## config.mk

```make
export PLATFORM = sky130hd
export DESIGN_NAME = if_stage_bht
export DESIGN_NICKNAME = d
export VERILOG_FILES = /design/src/rtl/if_stage_bht.sv
export SDC_FILE = /design/constraint.sdc
export NUM_CORES = 1
export LEC_CHECK = 0
export ABC_AREA = 1
export BUFFER_PORTS_ARGS = -buffer_cell sky130_fd_sc_hd__buf_4
export CAP_MARGIN = 20
export CELL_PAD_IN_SITES_DETAIL_PLACEMENT = 0
export CELL_PAD_IN_SITES_GLOBAL_PLACEMENT = 1
export CORE_MARGIN = 2
export CORE_UTILIZATION = 37
export CTS_CLUSTER_SIZE = 16
export DETAILED_ROUTE_END_ITERATION = 6
export PLACE_DENSITY_LB_ADDON = 0.05
export REMOVE_ABC_BUFFERS = 1
export SKIP_CTS_REPAIR_TIMING = 1
export SLEW_MARGIN = 25
export SYNTH_ARGS = -nofsm -noshare
export SYNTH_HDL_FRONTEND = slang
export SYNTH_SLANG_ARGS = --single-unit
```

## constraint.sdc

```tcl
create_clock -name clk -period 4.1 [get_ports clk]
set_input_delay 0.82 -clock clk [delete_from_list [all_inputs] [get_ports clk]]
set_output_delay 0.82 -clock clk [all_outputs]
set_load 0.05 [all_outputs]
```

## src/rtl/if_stage_bht.sv

```systemverilog
// rtl/if_stage_bht.sv - fetch stage: PC register, B-type/JAL prediction, 2-bit saturating BHT
// Define IF_PERF_CNT_EN to add the pred_cnt_o / mispred_cnt_o performance counters.
module if_stage_bht #(
   parameter int unsigned BHT_DEPTH = 64,
   parameter logic [31:0] RESET_PC  = 32'h0,
   parameter logic [1:0]  BHT_INIT  = 2'b01,
   parameter int unsigned CNT_W     = 32
) (
   input  logic             clk,
   input  logic             reset_n,
   input  logic             stall_i,
   input  logic [31:0]      instruction_i,
   input  logic             resolve_valid_i,
   input  logic [31:0]      resolve_pc_i,
   input  logic             resolve_taken_i,
   input  logic             resolve_mispred_i,
   input  logic [31:0]      resolve_target_i,
   output logic [31:0]      pc_o,
   output logic             br_pred_o,
   output logic [31:0]      new_pc_pred_o
`ifdef IF_PERF_CNT_EN
   ,
   output logic [CNT_W-1:0] pred_cnt_o,
   output logic [CNT_W-1:0] mispred_cnt_o
`endif
);
   localparam int unsigned IDX_W     = $clog2(BHT_DEPTH);
   localparam logic [6:0]  OP_BRANCH = 7'b1100011;
   localparam logic [6:0]  OP_JAL    = 7'b1101111;

   logic [31:0]      pc_q, pc_d;
   logic [1:0]       bht_q [BHT_DEPTH];
   logic [1:0]       upd_cnt_d;
   logic [IDX_W-1:0] rd_idx, wr_idx;
   logic [31:0]      imm_b, imm_j, target;
   logic             redirect;
   logic             unused_resolve_pc;

   assign rd_idx            = pc_q[IDX_W+1:2];
   assign wr_idx            = resolve_pc_i[IDX_W+1:2];
   assign unused_resolve_pc = ^{resolve_pc_i[31:IDX_W+2], resolve_pc_i[1:0]};
   assign redirect          = resolve_valid_i & resolve_mispred_i;
   assign pc_o              = pc_q;

   assign imm_b = {{20{instruction_i[31]}}, instruction_i[7], instruction_i[30:25],
                   instruction_i[11:8], 1'b0};
   assign imm_j = {{12{instruction_i[31]}}, instruction_i[19:12], instruction_i[20],
                   instruction_i[30:21], 1'b0};

   always_comb begin
      br_pred_o = 1'b0;
      target    = pc_q + imm_b;
      case (instruction_i[6:0])
         OP_BRANCH: br_pred_o = bht_q[rd_idx][1];
         OP_JAL: begin
            br_pred_o = 1'b1;
            target    = pc_q + imm_j;
         end
         default: ;
      endcase
      new_pc_pred_o = br_pred_o ? target : pc_q + 32'd4;
   end

   // A redirect from execute wins over a stall so a wrong path is never held.
   always_comb begin
      pc_d = new_pc_pred_o;
      if (redirect)
         pc_d = resolve_target_i;
      else if (stall_i)
         pc_d = pc_q;
   end

   always_comb begin
      upd_cnt_d = bht_q[wr_idx];
      if (resolve_taken_i) begin
         if (upd_cnt_d != 2'b11) upd_cnt_d = upd_cnt_d + 2'd1;
      end else begin
         if (upd_cnt_d != 2'b00) upd_cnt_d = upd_cnt_d - 2'd1;
      end
   end

   always_ff @(posedge clk or negedge reset_n) begin
      if (!reset_n) pc_q <= RESET_PC;
      else          pc_q <= pc_d;
   end

   // Prediction reads bht_q combinationally, so a same-cycle update is seen next cycle.
   always_ff @(posedge clk or negedge reset_n) begin
      if (!reset_n) begin
         for (int i = 0; i < int'(BHT_DEPTH); i++) bht_q[i] <= BHT_INIT;
      end else if (resolve_valid_i) begin
         bht_q[wr_idx] <= upd_cnt_d;
      end
   end

`ifdef IF_PERF_CNT_EN
   logic [CNT_W-1:0] pred_cnt_q, mispred_cnt_q;

   always_ff @(posedge clk or negedge reset_n) begin
      if (!reset_n) begin
         pred_cnt_q    <= '0;
         mispred_cnt_q <= '0;
      end else begin
         if (!stall_i && br_pred_o && !redirect) pred_cnt_q <= pred_cnt_q + 1'b1;
         if (redirect) mispred_cnt_q <= mispred_cnt_q + 1'b1;
      end
   end

   assign pred_cnt_o    = pred_cnt_q;
   assign mispred_cnt_o = mispred_cnt_q;
`endif

endmodule

```

==> results by group <==
Die
  – Die Ht: between 150 and 200 um
  – Chip Width: 188 um
  – IO Pins: approximately 170
  – Core area: 33,500 um^2
  – Starting Density: between 30 and 40%
  – Placement Rows: 67
  – Total Die Area: 35,500 um^2

Timing
  – Pins Over Slew Limit: 0
  – F_max: around 0.23 GHz
  – Hold Worst Slack: 0.440 ns
  – Worst Max-Slew Pin Slew: 0.796 ns
  – Rel. slew slack: 46.9%
  – Minimum clock period: 4.43 ns
  – Final hold vios: 0
  – Final worst slack: -0.325 ns
  – Worst Skew: about 0.015 ns
  – Finish-stage setup viols: 26
  – Period utilization: 108%
  – Unrepaired setup endpoints after global routing: yes
  – Setup TNS: -5.46 ns

Finish
  – Multi-input gate area: 8100 um^2
  – Post-Layout Cell Count: 2,721
  – Fill count: 3,476
  – Antenna diode count: 0
  – Most frequent cells in the layout: 760 x nand2_1, 255 x inv_1, 215 x nand3_1
  – Post-layout util: 49.7%
  – Layout cells sized above 1: 24.4%
  – Area Growth Syn to Fin: 32.4%
  – Sequential Area: 4090 um^2
  – Commonest non-fill, non-tap cell in the layout: nand2_1
  – Fin nets: between 2,000 and 2,500

Clock network
  – CTS Sinks: 160
  – TritonCTS clock tree: yes
  – Clock root cell: clkbuf_16
  – Clock-pin slew on the worst setup and hold paths: 0.07 ns
  – CTS Buf Count: 17
  – Worst-Skew Late Latency: between 0.4 and 0.5 ns
  – Clk buf depth: 2
  – H-tree level count: 4

Placed design
  – Port Buf Inserts: 140
  – Inst Count DP: 2,669
  – Setup WS pre-CTS: -0.603 ns
  – Placer Congestion: just under 0.9
  – HPWL after DPL: ~38,000 um

Synthesis
  – Mean area per synthesized cell: 6.14 um^2
  – Largest area contributor in the netlist: nand2_1
  – Yosys top cell area share: 24.5%
  – Library cells used by synthesis: 34
  – Yosys Warn Count: 0
  – Seq/Total Area, Yosys: ~32%
  – Post-synthesis register bit count: 160
  – Synth Cell Area: around 13,000 um^2
  – Ranking of synthesized cells by area: nand2_1 25%, dfrtp_1 19%, dfstp_2 13%
  – Syn Inst Count: just over 2,000

Run
  – Max-cap violations: 0

Routing
  – Final wirelength: around 52,000 um
  – DRT Pass-1 Iters: 5
  – Via count: around 14,000
  – DR vias/cell: 5.14
  – Remaining antenna violation count after routing: 0
  – DRC viols: 0
  – Drt first-iter violations: around 1,100
  – Avg WL per Cell: 19.0 um

Critical path
  – CP peak stage delay: 0.36 ns
  – CP arrival: 3.61 ns
  – CP Class: input pin to output pin
  – Reg2Reg Depth: 16
  – Capturing point of the worst reg2reg path: pc_o[14]
  – Element type at the critical path end: output pin
  – Cell Chain, Critical Path: buf_6, nand2_2, nor2_2, nand3_2, nand3b_1, buf_6, mux2_4, ha_4, fa_2, nand2_2, nand2_2, o21ai_4, o21bai_4, nand2_1, nand3_2, buf_4, xnor2_2, nand2_1, and2_1, buf_6
  – FF-to-FF setup slack: 1.23 ns
  – Crit start category: input pin
  – CP Data Required Time: 3.28 ns
  – Slowest CP cell: fa_2
  – Reg2reg start: pc_o[2]
  – CP max FO: 3

Global routing
  – Antenna violations before repair: 1
  – Vias in the first global route: between 10,000 and 15,000
  – Largest net degree at the start of global routing: 80
  – First-pass GRT wire length: 77,400 um
  – Total grt overflow: 0
  – GRT Util Overall: about 29%

Power
  – Power Density: 393 nW/um^2
  – Leak pwr: 0.00819 uW
  – Peak VDD IR: 0.328 mV

Status
  – Status: finished with violations
  – Failing checks: setup timing

Min path
  – Hold Path Class: input pin to asynchronous set/reset pin
==> metal layers <==
layer	vias up	GRT usage [%]	routed length, um
li1	6825	-	-
met1	6696	39.6	23900
met2	390	45.6	23800
met3	79	4.64	2810
met4	2	9.28	1280
met5	-	0	13
==> synth_stat cells <==
master,instances
nand4_1,9
xnor2_1,11
a22oi_1,2
nand2_2,2
dfstp_2,64
clkbuf_1,21
dfrtp_1,96
inv_1,262
buf_1,7
buf_4,7
xor2_1,33
mux2_2,6
o22ai_1,2
buf_2,37
nand3_2,2
nor4_1,3
a21o_1,4
nand3_1,227
nor2_1,146
nor3_1,39
fa_1,1
nor3b_1,1
ha_1,34
a21boi_0,1
nand2_1,822
nand3b_1,9
o21bai_1,3
a21oi_1,52
and2_1,32
inv_2,5
clkinv_1,1
o211ai_1,2
o21ai_0,103
o21a_1,4
==> report_power, final <==
part	internal (uW)	switching [uW]
clock network	912	754
registers	1790	180
logic	1100	1810
==> logic make-up (layout without fill, tap and decap cells) <==
logic type | after synthesis | in the layout | share of synthesized area [%]
simple gates | 1292 | 1292 | 42.5
buf+inv | 340 | 563 | 10.7
compound gates | 173 | 173 | 7.22
flops | 160 | 160 | 32.4
xor+xnor | 44 | 44 | 3.06
fa+ha+maj | 35 | 35 | 3.54
mux | 6 | 6 | 0.537
==> registers in the layout, indices dropped and copies added (netlist names) <==
signal  cells
bht_q     128
pc_o       32
==> worst max path at each step <==
stage          slack [ns]                 to              from  cells after the start
2_1_floorplan       -1.30  new_pc_pred_o[10]           pc_o[2]                     13
3_3_place_gp        -0.61  new_pc_pred_o[23]  instruction_i[6]                     19
3_5_place_dp        -0.60  new_pc_pred_o[23]  instruction_i[4]                     18
4_1_cts             -0.63  new_pc_pred_o[23]  instruction_i[4]                     18
5_1_grt             -0.46  new_pc_pred_o[11]  instruction_i[5]                     20
6_report            -0.33  new_pc_pred_o[11]  instruction_i[5]                     20
==> layout make-up <==
| class | count | share of cell area, % |
|---|---|---|
| clock buffer | 23 | 2.93 |
| clock inverter | 9 | 0.578 |
| inverter | 268 | 6.04 |
| multi-input combinational | 1550 | 48.6 |
| sequential | 160 | 24.5 |
| tap | 448 | 3.36 |
| timing repair buffer | 263 | 13.9 |
==> critical path, delay by kind of cell <==
family | cells | cell delay [ns]
xor gates and xnor gates | 1 | 0.14
muxes | 1 | 0.31
buffers and inverters | 4 | 0.56
AOI/OAI and AO/OA | 2 | 0.20
adders and majority gates | 2 | 0.53
and+or+nand+nor | 10 | 1.02
==> metrics by stage <==
stage | power (uW) | area, um^2
2_1_floorplan | 3350 | 12200
3_3_place_gp | 4380 | 14700
3_5_place_dp | 4380 | 14700
4_1_cts | 6070 | 15300
5_1_grt | 6850 | 16700
6_report | 6540 | 16700
Power figures use the tool's default switching activity.
